<file path="config.mk">
export PLATFORM = sky130hd
export DESIGN_NAME = keypoint_writer
export DESIGN_NICKNAME = d
export VERILOG_FILES = /design/src/rtl/keypoint_writer.sv
export SDC_FILE = /design/constraint.sdc
export NUM_CORES = 1
export LEC_CHECK = 0
export CAP_MARGIN = 20
export CORE_MARGIN = 2
export CORE_UTILIZATION = 52
export CTS_CLUSTER_DIAMETER = 50
export CTS_CLUSTER_SIZE = 40
export DETAILED_ROUTE_END_ITERATION = 8
export PLACE_DENSITY = 0.88
export REMOVE_ABC_BUFFERS = 1
export SYNTH_ARGS = -nofsm -noshare
export SYNTH_HDL_FRONTEND = slang
export SYNTH_SLANG_ARGS = --single-unit
</file>
<file path="constraint.sdc">
create_clock -name clk -period 2.5 [get_ports clk]
set_clock_uncertainty 0.1 [all_clocks]
set_input_delay 0.25 -clock clk [delete_from_list [all_inputs] [get_ports clk]]
set_output_delay 0.25 -clock clk [all_outputs]
set_load 0.005 [all_outputs]
</file>
<file path="src/rtl/keypoint_writer.sv">
// Packs detected keypoints, one octave at a time, into keypoint BRAM words.
// A zero separator follows each octave, and the rest of the BRAM is zero-filled before done_out.
module keypoint_writer #(
  parameter int BRAM_LENGTH = 1000,
  parameter int BIT_DEPTH   = 13
) (
  input  logic                           clk,
  input  logic                           rst_in_n,
  input  logic                           start_in,
  input  logic                           kp_valid_in,
  output logic                           kp_ready_out,
  input  logic [5:0]                     kp_x_in,
  input  logic [5:0]                     kp_y_in,
  input  logic                           octave_end_in,
  output logic                           wr_en_out,
  output logic [$clog2(BRAM_LENGTH)-1:0] wr_addr_out,
  output logic [BIT_DEPTH-1:0]           wr_data_out,
  output logic                           busy_out,
  output logic                           done_out,
  output logic [15:0]                    dropped_out
);

  localparam int AW = $clog2(BRAM_LENGTH);
  localparam int CW = AW + 1;
  localparam logic [CW:0]   LEN  = (CW+1)'(BRAM_LENGTH);
  localparam logic [CW-1:0] LAST = CW'(BRAM_LENGTH - 1);

  typedef enum logic [2:0] {
    S_IDLE,
    S_COLLECT,
    S_SEP,
    S_FILL,
    S_DONE
  } state_t;

  state_t          state;
  logic [CW-1:0]   addr;
  logic [1:0]      octave;
  logic [BIT_DEPTH-1:0] pack_w;
  logic [CW:0]     need;
  logic            fits;
  logic            accept;

  assign accept = kp_valid_in & kp_ready_out;

  always_comb begin
    pack_w = '0;
    case (octave)
      2'd0:    pack_w = BIT_DEPTH'({kp_x_in, kp_y_in, 1'b1});
      2'd1:    pack_w = BIT_DEPTH'({kp_x_in[4:0], kp_y_in[4:0], 1'b1});
      default: pack_w = BIT_DEPTH'({kp_x_in[3:0], kp_y_in[3:0], 1'b1});
    endcase
  end

  // Keep room for every separator still owed this frame (3 - octave of them).
  always_comb begin
    need = {1'b0, addr} + (CW+1)'(2'd3 - octave);
    fits = (need < LEN);
  end

  always_ff @(posedge clk or negedge rst_in_n) begin
    if (!rst_in_n) begin
      state        <= S_IDLE;
      addr         <= '0;
      octave       <= '0;
      wr_en_out    <= 1'b0;
      wr_addr_out  <= '0;
      wr_data_out  <= '0;
      kp_ready_out <= 1'b0;
      busy_out     <= 1'b0;
      done_out     <= 1'b0;
      dropped_out  <= '0;
    end else begin
      wr_en_out <= 1'b0;
      case (state)
        S_IDLE: begin
          done_out <= 1'b0;
          if (start_in) begin
            state        <= S_COLLECT;
            addr         <= '0;
            octave       <= '0;
            dropped_out  <= '0;
            busy_out     <= 1'b1;
            kp_ready_out <= 1'b1;
          end
        end
        S_COLLECT: begin
          if (accept) begin
            if (fits) begin
              wr_en_out   <= 1'b1;
              wr_addr_out <= addr[AW-1:0];
              wr_data_out <= pack_w;
              addr        <= addr + CW'(1);
            end else if (dropped_out != 16'hFFFF) begin
              dropped_out <= dropped_out + 16'd1;
            end
          end
          if (octave_end_in) begin
            state        <= S_SEP;
            kp_ready_out <= 1'b0;
          end
        end
        S_SEP: begin
          wr_en_out   <= 1'b1;
          wr_addr_out <= addr[AW-1:0];
          wr_data_out <= '0;
          addr        <= addr + CW'(1);
          if (octave != 2'd2) begin
            octave       <= octave + 2'd1;
            state        <= S_COLLECT;
            kp_ready_out <= 1'b1;
          end else if (addr == LAST) begin
            state    <= S_DONE;
            done_out <= 1'b1;
          end else begin
            state <= S_FILL;
          end
        end
        S_FILL: begin
          wr_en_out   <= 1'b1;
          wr_addr_out <= addr[AW-1:0];
          wr_data_out <= '0;
          addr        <= addr + CW'(1);
          if (addr == LAST) begin
            state    <= S_DONE;
            done_out <= 1'b1;
          end
        end
        S_DONE: begin
          done_out <= 1'b0;
          busy_out <= 1'b0;
          state    <= S_IDLE;
        end
        default: state <= S_IDLE;
      endcase
    end
  end

endmodule

</file>
==> qor.txt, run 1 <==
FP Rows - 27
Layout Cells excl Fill - 471
Sw power - 0.001547 W
Synth area leaders - dfrtp_1 49%, a31oi_1 5.0%, nand3_1 4.7%, a21oi_1 3.8%, mux2_2 3.4%
Global-route wire length before repair - 13110 um
Comb power frac - 0.456
IO Port Bufs - 59
Synth Warn # - 0
Vias in the first global route - 2801
CTS tree - built
P per Cell Area - 1008 nW/um^2
Initial antenna violation count - 0
Starting DRT DRC Count - 258
Fmax - 403.5 MHz
Clock Sinks - 59
Total track usage - 0.2631
RR Endpoint - wr_addr_out[1]$_DFFE_PN0P_
WL per Instance - 17.21 um
Rel. slew slack - 0.5274
CP endpoint kind - flip-flop
Layout cells sized above 1 - 0.1504
Clock Path Buffers - 2
Multi-input logic area - 1433 um^2
Yosys top cell by area - dfrtp_1
Mapped Area - 3013 um^2
Synth top area share - 0.4900
Crit path max fanout - 21
Total power - 0.004113 W
WL final - 8106 um
DR vias - 2888
Least-Margin Pin Slew - 708.8 ps
Sw Share - 0.3760
Die Span Y - 80.12 um
Pin count of the biggest net entering global routing - 32
WS Path Type - reg2reg
Die area - 6419 um^2
Final min period - 2478 ps
Distinct cells, synth - 45
I/O pin count - 60
Clk pin slew, worst setup/hold paths - 70 ps
HP Class - in2reg
DIE WIDTH - 80.12 um
Gate Count Post-Synth - 315
R2R Setup Slk - 20 ps
Critical path startpoint category - flip-flop
Global route overflow - 0
Cts bufs inserted - 9
Count of pins over their slew limit - 0
Pre-antenna DRT Iters - 5
FF+latch count, synth - 59
Worst Path Arrival - 2590 ps
Top sig layer - met4
Setup crit start - octave[1]$_DFFE_PN0P_
Met1 wire length - 3406 um
Metal2 WL - 4122 um
Sequential power share - 0.326
Post-CTS Setup Inserts - 0
CTS root buf - clkbuf_8
Layout filler cell count - 389
Sequential cell area - 1476 um^2
Worst-Skew Late Latency - 340 ps
Area of the core - 5540 um^2
GPL Wtd Cong - 0.8882
Number of max-cap violations - 0
DR vias/cell - 6.132
Setup violators final - 0
Htree depth - 3
Post-synthesis sequential area ratio - 0.4900
Status - finished, final reports clean
Initial Utilization - 0.5438
Clock Power Share - 0.219
Static leakage - 1.804 nW
Placed insts - 454
Final period util - 0.9913
Worst EP required - 2610 ps
Mean post-synth cell area - 9.565 um^2
Synthesis-to-layout area growth - 35.42%
Post-DP HPWL - 5399 um
Fin nets - 417
Peak VDD IR - 0.0005781 V
R2R Path Start - octave[1]$_DFFE_PN0P_
WL met3 - 404 um
P_int - 0.002566 W
Final hold violation count - 0
Setup crit end - wr_addr_out[1]$_DFFE_PN0P_
ANT cells - 0
Setup TNS - 0 ps
R2R cell count - 8
Post-DRT Antenna Nets - 0
Residual DRC - 0
-- per-stage QoR --
stage / util / hold WS (ps) / instance area [um^2] / setup slack (ps)
after CTS: 0.7306 / 330.9 / 4048 / 20.30
after global placement: 0.6913 / 228.2 / 3830 / -37.58
after floorplan: - / -145.6 / 2914 / 47.76
after global routing: 0.7365 / 341.6 / 4080 / -97.24
final: 0.7365 / 333.9 / 4080 / 21.80
after detailed placement: 0.6913 / 240.0 / 3830 / -190.8
-- synthesized netlist by cell type (all sizes together) --
| library cell | instances |
|---|---|
| nor4 | 4 |
| a22o | 4 |
| nand3b | 1 |
| nand4b | 1 |
| or4 | 2 |
| inv | 11 |
| clkbuf | 9 |
| a22oi | 2 |
| a41o | 1 |
| a31oi | 24 |
| or2 | 2 |
| nand2b | 7 |
| o41ai | 1 |
| buf | 10 |
| o211ai | 1 |
| a211o | 1 |
| mux2i | 4 |
| o21a | 4 |
| a211oi | 4 |
| nor2b | 1 |
| and3 | 8 |
| mux2 | 9 |
| nand2 | 27 |
| nand4 | 3 |
| a21oi | 23 |
| dfrtp | 59 |
| nand3 | 28 |
| o311ai | 1 |
| o2111ai | 1 |
| nor2 | 18 |
| o22ai | 4 |
| a41oi | 3 |
| ha | 6 |
| nor3 | 7 |
| a32oi | 1 |
| a21o | 5 |
| o21ai | 18 |
-- power by group through the flow --
stage / registers, W / clock network (W) / logic [W]
finish: 0.00134 / 0.000900 / 0.00187
global route: 0.00136 / 0.000952 / 0.00204
CTS: 0.00132 / 0.000911 / 0.00180
detailed placement: 0.00134 / 0 / 0.00177
global placement: 0.00132 / 0 / 0.00171
floorplan: 0.00134 / 0 / 0.000891
-- what timing repair did --
action,4_1_cts,5_1_grt
setup endpoints to repair,14,30
resized for setup,1,5
hold buffers,1,0
endpoints found under the hold margin,30,0
-- sequential cells by signal, indices dropped and copies added, names as in the netlist --
name          count
addr             11
done_out          1
wr_data_out      13
busy_out          1
dropped_out      16
octave            2
wr_addr_out      10
kp_ready_out      1
state             3
wr_en_out         1
-- kinds of logic (layout without fill, tap and decap cells) --
group / count (synthesis) / count (layout) / share of synthesized area
adders and majority gates: 6 / 6 / 0.02492
and+or+nand+nor: 109 / 109 / 0.1856
buffers and inverters: 30 / 114 / 0.04651
DFF: 59 / 59 / 0.4900
AOI/OAI and AO/OA: 98 / 98 / 0.2060
muxes: 13 / 13 / 0.04693
-- critical path, cell delays in order, from the launching register on --
cell and delay, ps:
dfrtp_1 360, inv_1 70, ha_1 230, a211oi_4 350
a211oi_4 140, or4_1 600, buf_4 260, nand3_1 130
o21ai_0 110
-- cells in the final DEF, fill, tap and decap left out, types with 7 or more instances in the layout --
master,count
mux2_2,9
a21oi_1,22
nand3_1,28
clkbuf_8,11
buf_4,24
dfrtp_1,59
nand2_1,27
nor3_1,7
and3_1,8
o21ai_0,12
nor2_1,17
a31oi_1,24
clkdlybuf4s50_1,58
inv_1,11
-- layout make-up --
class | count | area share
Timing Repair Buffer | 87 | 0.2048
Sequential cell | 59 | 0.3619
Clock buffer | 12 | 0.03803
Inverter | 11 | 0.01012
Multi-Input combinational cell | 226 | 0.3511
Tap cell | 72 | 0.02208
Clock inverter | 4 | 0.01196
-- how the worst min path moves through the flow --
stage,end,startpoint,depth (start not counted),slack [ps]
after CTS,wr_data_out[4]$_DFFE_PN0P_,kp_y_in[3],3,330
final,wr_data_out[4]$_DFFE_PN0P_,kp_y_in[3],3,330
after global routing,wr_data_out[1]$_DFFE_PN0P_,kp_y_in[0],3,340
after detailed placement,wr_data_out[0]$_DFFE_PN0P_,rst_in_n,1,240
after global placement,wr_data_out[11]$_DFFE_PN0P_,rst_in_n,1,230
after floorplan,addr[0]$_DFFE_PN0P_,rst_in_n,0,-150
-- metal layers --
layer / vias up / GRT usage
li1: 1323 / -
met1: 1416 / 0.3331
met2: 125 / 0.4450
met3: 24 / 0.04494
met4: 0 / 0.1102
met5: - / 0
Note: power is estimated with default switching activity, not from simulation.
==> inputs of run 2 (changes only) <==
==> constraint.sdc (replaced) <==
create_clock -name clk -period 2.5 [get_ports clk]
set_clock_uncertainty 0.1 [all_clocks]
set_input_delay 0.25 -clock clk [delete_from_list [all_inputs] [get_ports clk]]
set_output_delay 0.25 -clock clk [all_outputs]
set_load 0.05 [all_outputs]
==> run 2 against run 1 <==
Against the previous run: flip-flop and latch count is the same; total power grew 8.7%; final cell count shrank 0.21%; global-route usage shrank 0.52 points; routed wire length shrank 7.4%; maximum frequency grew 4.0%; final area shrank 0.77%; first-iteration DRC count shrank 33%; sequential power is essentially flat; setup slack gained 95 ps; critical endpoint is now wr_addr_out[9]$_DFFE_PN0P_; largest power group unchanged.
==> qor.txt, run 2 (synthesis gave the netlist of run 1 again) <==
Sink of the worst hold path - wr_data_out[1]$_DFFE_PN0P_
Setup crit start - octave[1]$_DFFE_PN0P_
Register with the most flip-flops - dropped_out
Slowest-stage cell, CP - dfrtp_1
Worst-Skew Late Latency - 340 ps (about the same)
Crit path max fanout - 20 (-4.8%)
Worst slack at placement - -129.8 ps (+60.97 ps)
WHS - 339.7 ps (+5.783 ps)
GPL Wtd Cong - 0.8999 (+1.3%)
Least-Margin Pin Slew - 681.6 ps (-27.29 ps)
WS Path Type - reg2reg
R2R Path Start - octave[1]$_DFFE_PN0P_
ANT cells - 0 (unchanged)
Worst EP required - 2630 ps (+20 ps)
FP Rows - 27 (unchanged)
Bufs and invs on worst path - 4 (+2)
HP Class - in2reg
CP max stage delay - 350 ps (-250 ps)
Sequential cell area - 1476 um^2 (unchanged)
Final period util - 0.9534 (-0.03790)
Max reg flops - 16 (unchanged)
Post-CTS Setup Inserts - 0 (unchanged)
Critical path startpoint category - flip-flop
DR vias - 2838 (-1.7%)
Worst Path Arrival - 2510 ps (-80 ps)
Htree depth - 3 (unchanged)
Placed cell area - 3822 um^2 (-0.20%)
Clock Sinks - 59 (unchanged)
CTS tree - built
Residual DRC - 0 (unchanged)
CP endpoint kind - flip-flop
R2R cell count - 10 (+2)
Final instance area - 4049 um^2 (-0.77%)
Starting DRT DRC Count - 174 (-33%)
Die area - 6419 um^2 (unchanged)
DIE WIDTH - 80.12 um (unchanged)
Most frequent cells in the layout - 59 x dfrtp_1, 58 x clkdlybuf4s50_1, 28 x nand3_1
Cell family with most CP delay - buffers and inverters
R2R Setup Slk - 120 ps (+90 ps)
WL per Instance - 15.96 um (-7.2%)
I/O pin count - 60 (unchanged)
Area of the core - 5540 um^2 (unchanged)
WL final - 7503 um (-7.4%)
Post-DRT Antenna Nets - 0 (unchanged)
Clock Path Buffers - 2 (unchanged)
CP Cell Sequence - inv_1 > ha_1 > nand4b_1 > buf_4 > a211oi_4 > nor4_4 > nor2_2 > inv_1 > buf_12 > mux2_2
Pre-antenna DRT Iters - 4 (-1)
Layout cells sized above 1 - 0.1508 (+0.0003778)
P per Cell Area - 1104 nW/um^2 (+9.5%)
Global-route wire length before repair - 12750 um (-2.7%)
Count of pins over their slew limit - 0 (unchanged)
IO Port Bufs - 59 (unchanged)
WHS Path Cells - 3 (unchanged)
Number of max-cap violations - 0 (unchanged)
Synthesis-to-layout area growth - 34.39%
Fin nets - 416 (-0.24%)
Final hold violation count - 0 (unchanged)
CTS root buf - clkbuf_8
Static leakage - 1.786 nW (-0.99%)
Setup violators final - 0 (unchanged)
Initial antenna violation count - 0 (unchanged)
Final min period - 2383 ps (-94.75 ps)
RSZ-0062 raised after global routing - false
Post-DP HPWL - 5112 um (-5.3%)
PnR worst setup slack - 116.5 ps (+94.75 ps)
Initial Utilization - 0.5438 (unchanged)
Vias in the first global route - 2808 (+0.25%)
RR Endpoint - wr_addr_out[9]$_DFFE_PN0P_
Rel. slew slack - 0.5456 (+0.01820)
Fmax - 419.6 MHz (+4.0%)
Die Span Y - 80.12 um (unchanged)
Clk pin slew, worst setup/hold paths - 70 ps (about the same)
Layout filler cell count - 402 (+3.3%)
Total track usage - 0.2579 (-0.005228)
Multi-input logic area - 1419 um^2 (-0.96%)
Peak VDD IR - 0.0006796 V (+18%)
Global route overflow - 0 (unchanged)
CP most frequent cell - inv_1
Pin count of the biggest net entering global routing - 32 (unchanged)
DR vias/cell - 6.038 (-1.5%)
Top flop regs - dropped_out (16), wr_data_out (13), addr (11)
Cts bufs inserted - 9 (unchanged)
Status - finished, final reports clean
Most common cell after layout, fill and taps aside - dfrtp_1
Hold Startpoint - kp_y_in[0]
-- run 2: routing by layer --
metal / track usage / up-vias / routed length [um]
li1: - / 1332 / -
met1: 0.3338 / 1371 / 3256
met2: 0.4100 / 112 / 3621
met3: 0.05955 / 23 / 430
met4: 0.1220 / 0 / 195
met5: 0 / - / 0
-- run 2: power breakdown --
part           switching (W)  internal [W]
combinational        0.00142      0.000873
sequential          0.000158       0.00116
clock               0.000381      0.000482
-- run 2: layout make-up --
cell class,count,share of cell area
Sequential cell,59,0.3646
Multi-Input combinational cell,226,0.3504
Timing Repair Buffer,86,0.2046
Clock buffer,11,0.03492
Tap cell,72,0.02225
Clock inverter,5,0.01298
Inverter,11,0.01020
-- run 2: worst min-delay path, stage by stage --
cell and delay, ps:
clkdlybuf4s50_1 400, nand2_1 60, nand2_1 40
-- run 2: through the flow --
step | cells | utilization | power (W) | TNS, ps
after floorplan | 296 | - | 0.002707 | 0
after global placement | 453 | 0.6899 | 0.003514 | -273.0
after detailed placement | 453 | 0.6899 | 0.003571 | -1158
after CTS | 470 | 0.7274 | 0.004464 | 0
after global routing | 470 | 0.7308 | 0.004731 | 0
final | 470 | 0.7308 | 0.004470 | 0
-- run 2: how the worst max path moves through the flow --
stage	cells after the start	to
after floorplan	6	dropped_out[15]$_DFFE_PN0P_
after global placement	7	dropped_out[5]$_DFFE_PN0P_
after detailed placement	7	dropped_out[6]$_DFFE_PN0P_
after CTS	7	wr_addr_out[1]$_DFFE_PN0P_
after global routing	11	addr[6]$_DFFE_PN0P_
final	10	wr_addr_out[9]$_DFFE_PN0P_
-- run 2: timing repair --
item                       CTS  global route
gates resized for setup      1             3
setup endpoints to repair   14            33
hold endpoints to repair    30             0
hold buffers                 1             0
==> inputs of run 3 (changes only) <==
--- a/config.mk
+++ b/config.mk
@@ -5,7 +5,6 @@
 export SDC_FILE = /design/constraint.sdc
 export NUM_CORES = 1
 export LEC_CHECK = 0
-export CAP_MARGIN = 20
 export CORE_MARGIN = 2
 export CORE_UTILIZATION = 52
 export CTS_CLUSTER_DIAMETER = 50
@@ -13,6 +12,7 @@
 export DETAILED_ROUTE_END_ITERATION = 8
 export PLACE_DENSITY = 0.88
 export REMOVE_ABC_BUFFERS = 1
+export SLEW_MARGIN = 20
 export SYNTH_ARGS = -nofsm -noshare
 export SYNTH_HDL_FRONTEND = slang
 export SYNTH_SLANG_ARGS = --single-unit
==> results of run 3 <==
No change in the layout: final DEF, timing and power equal those of run 2.
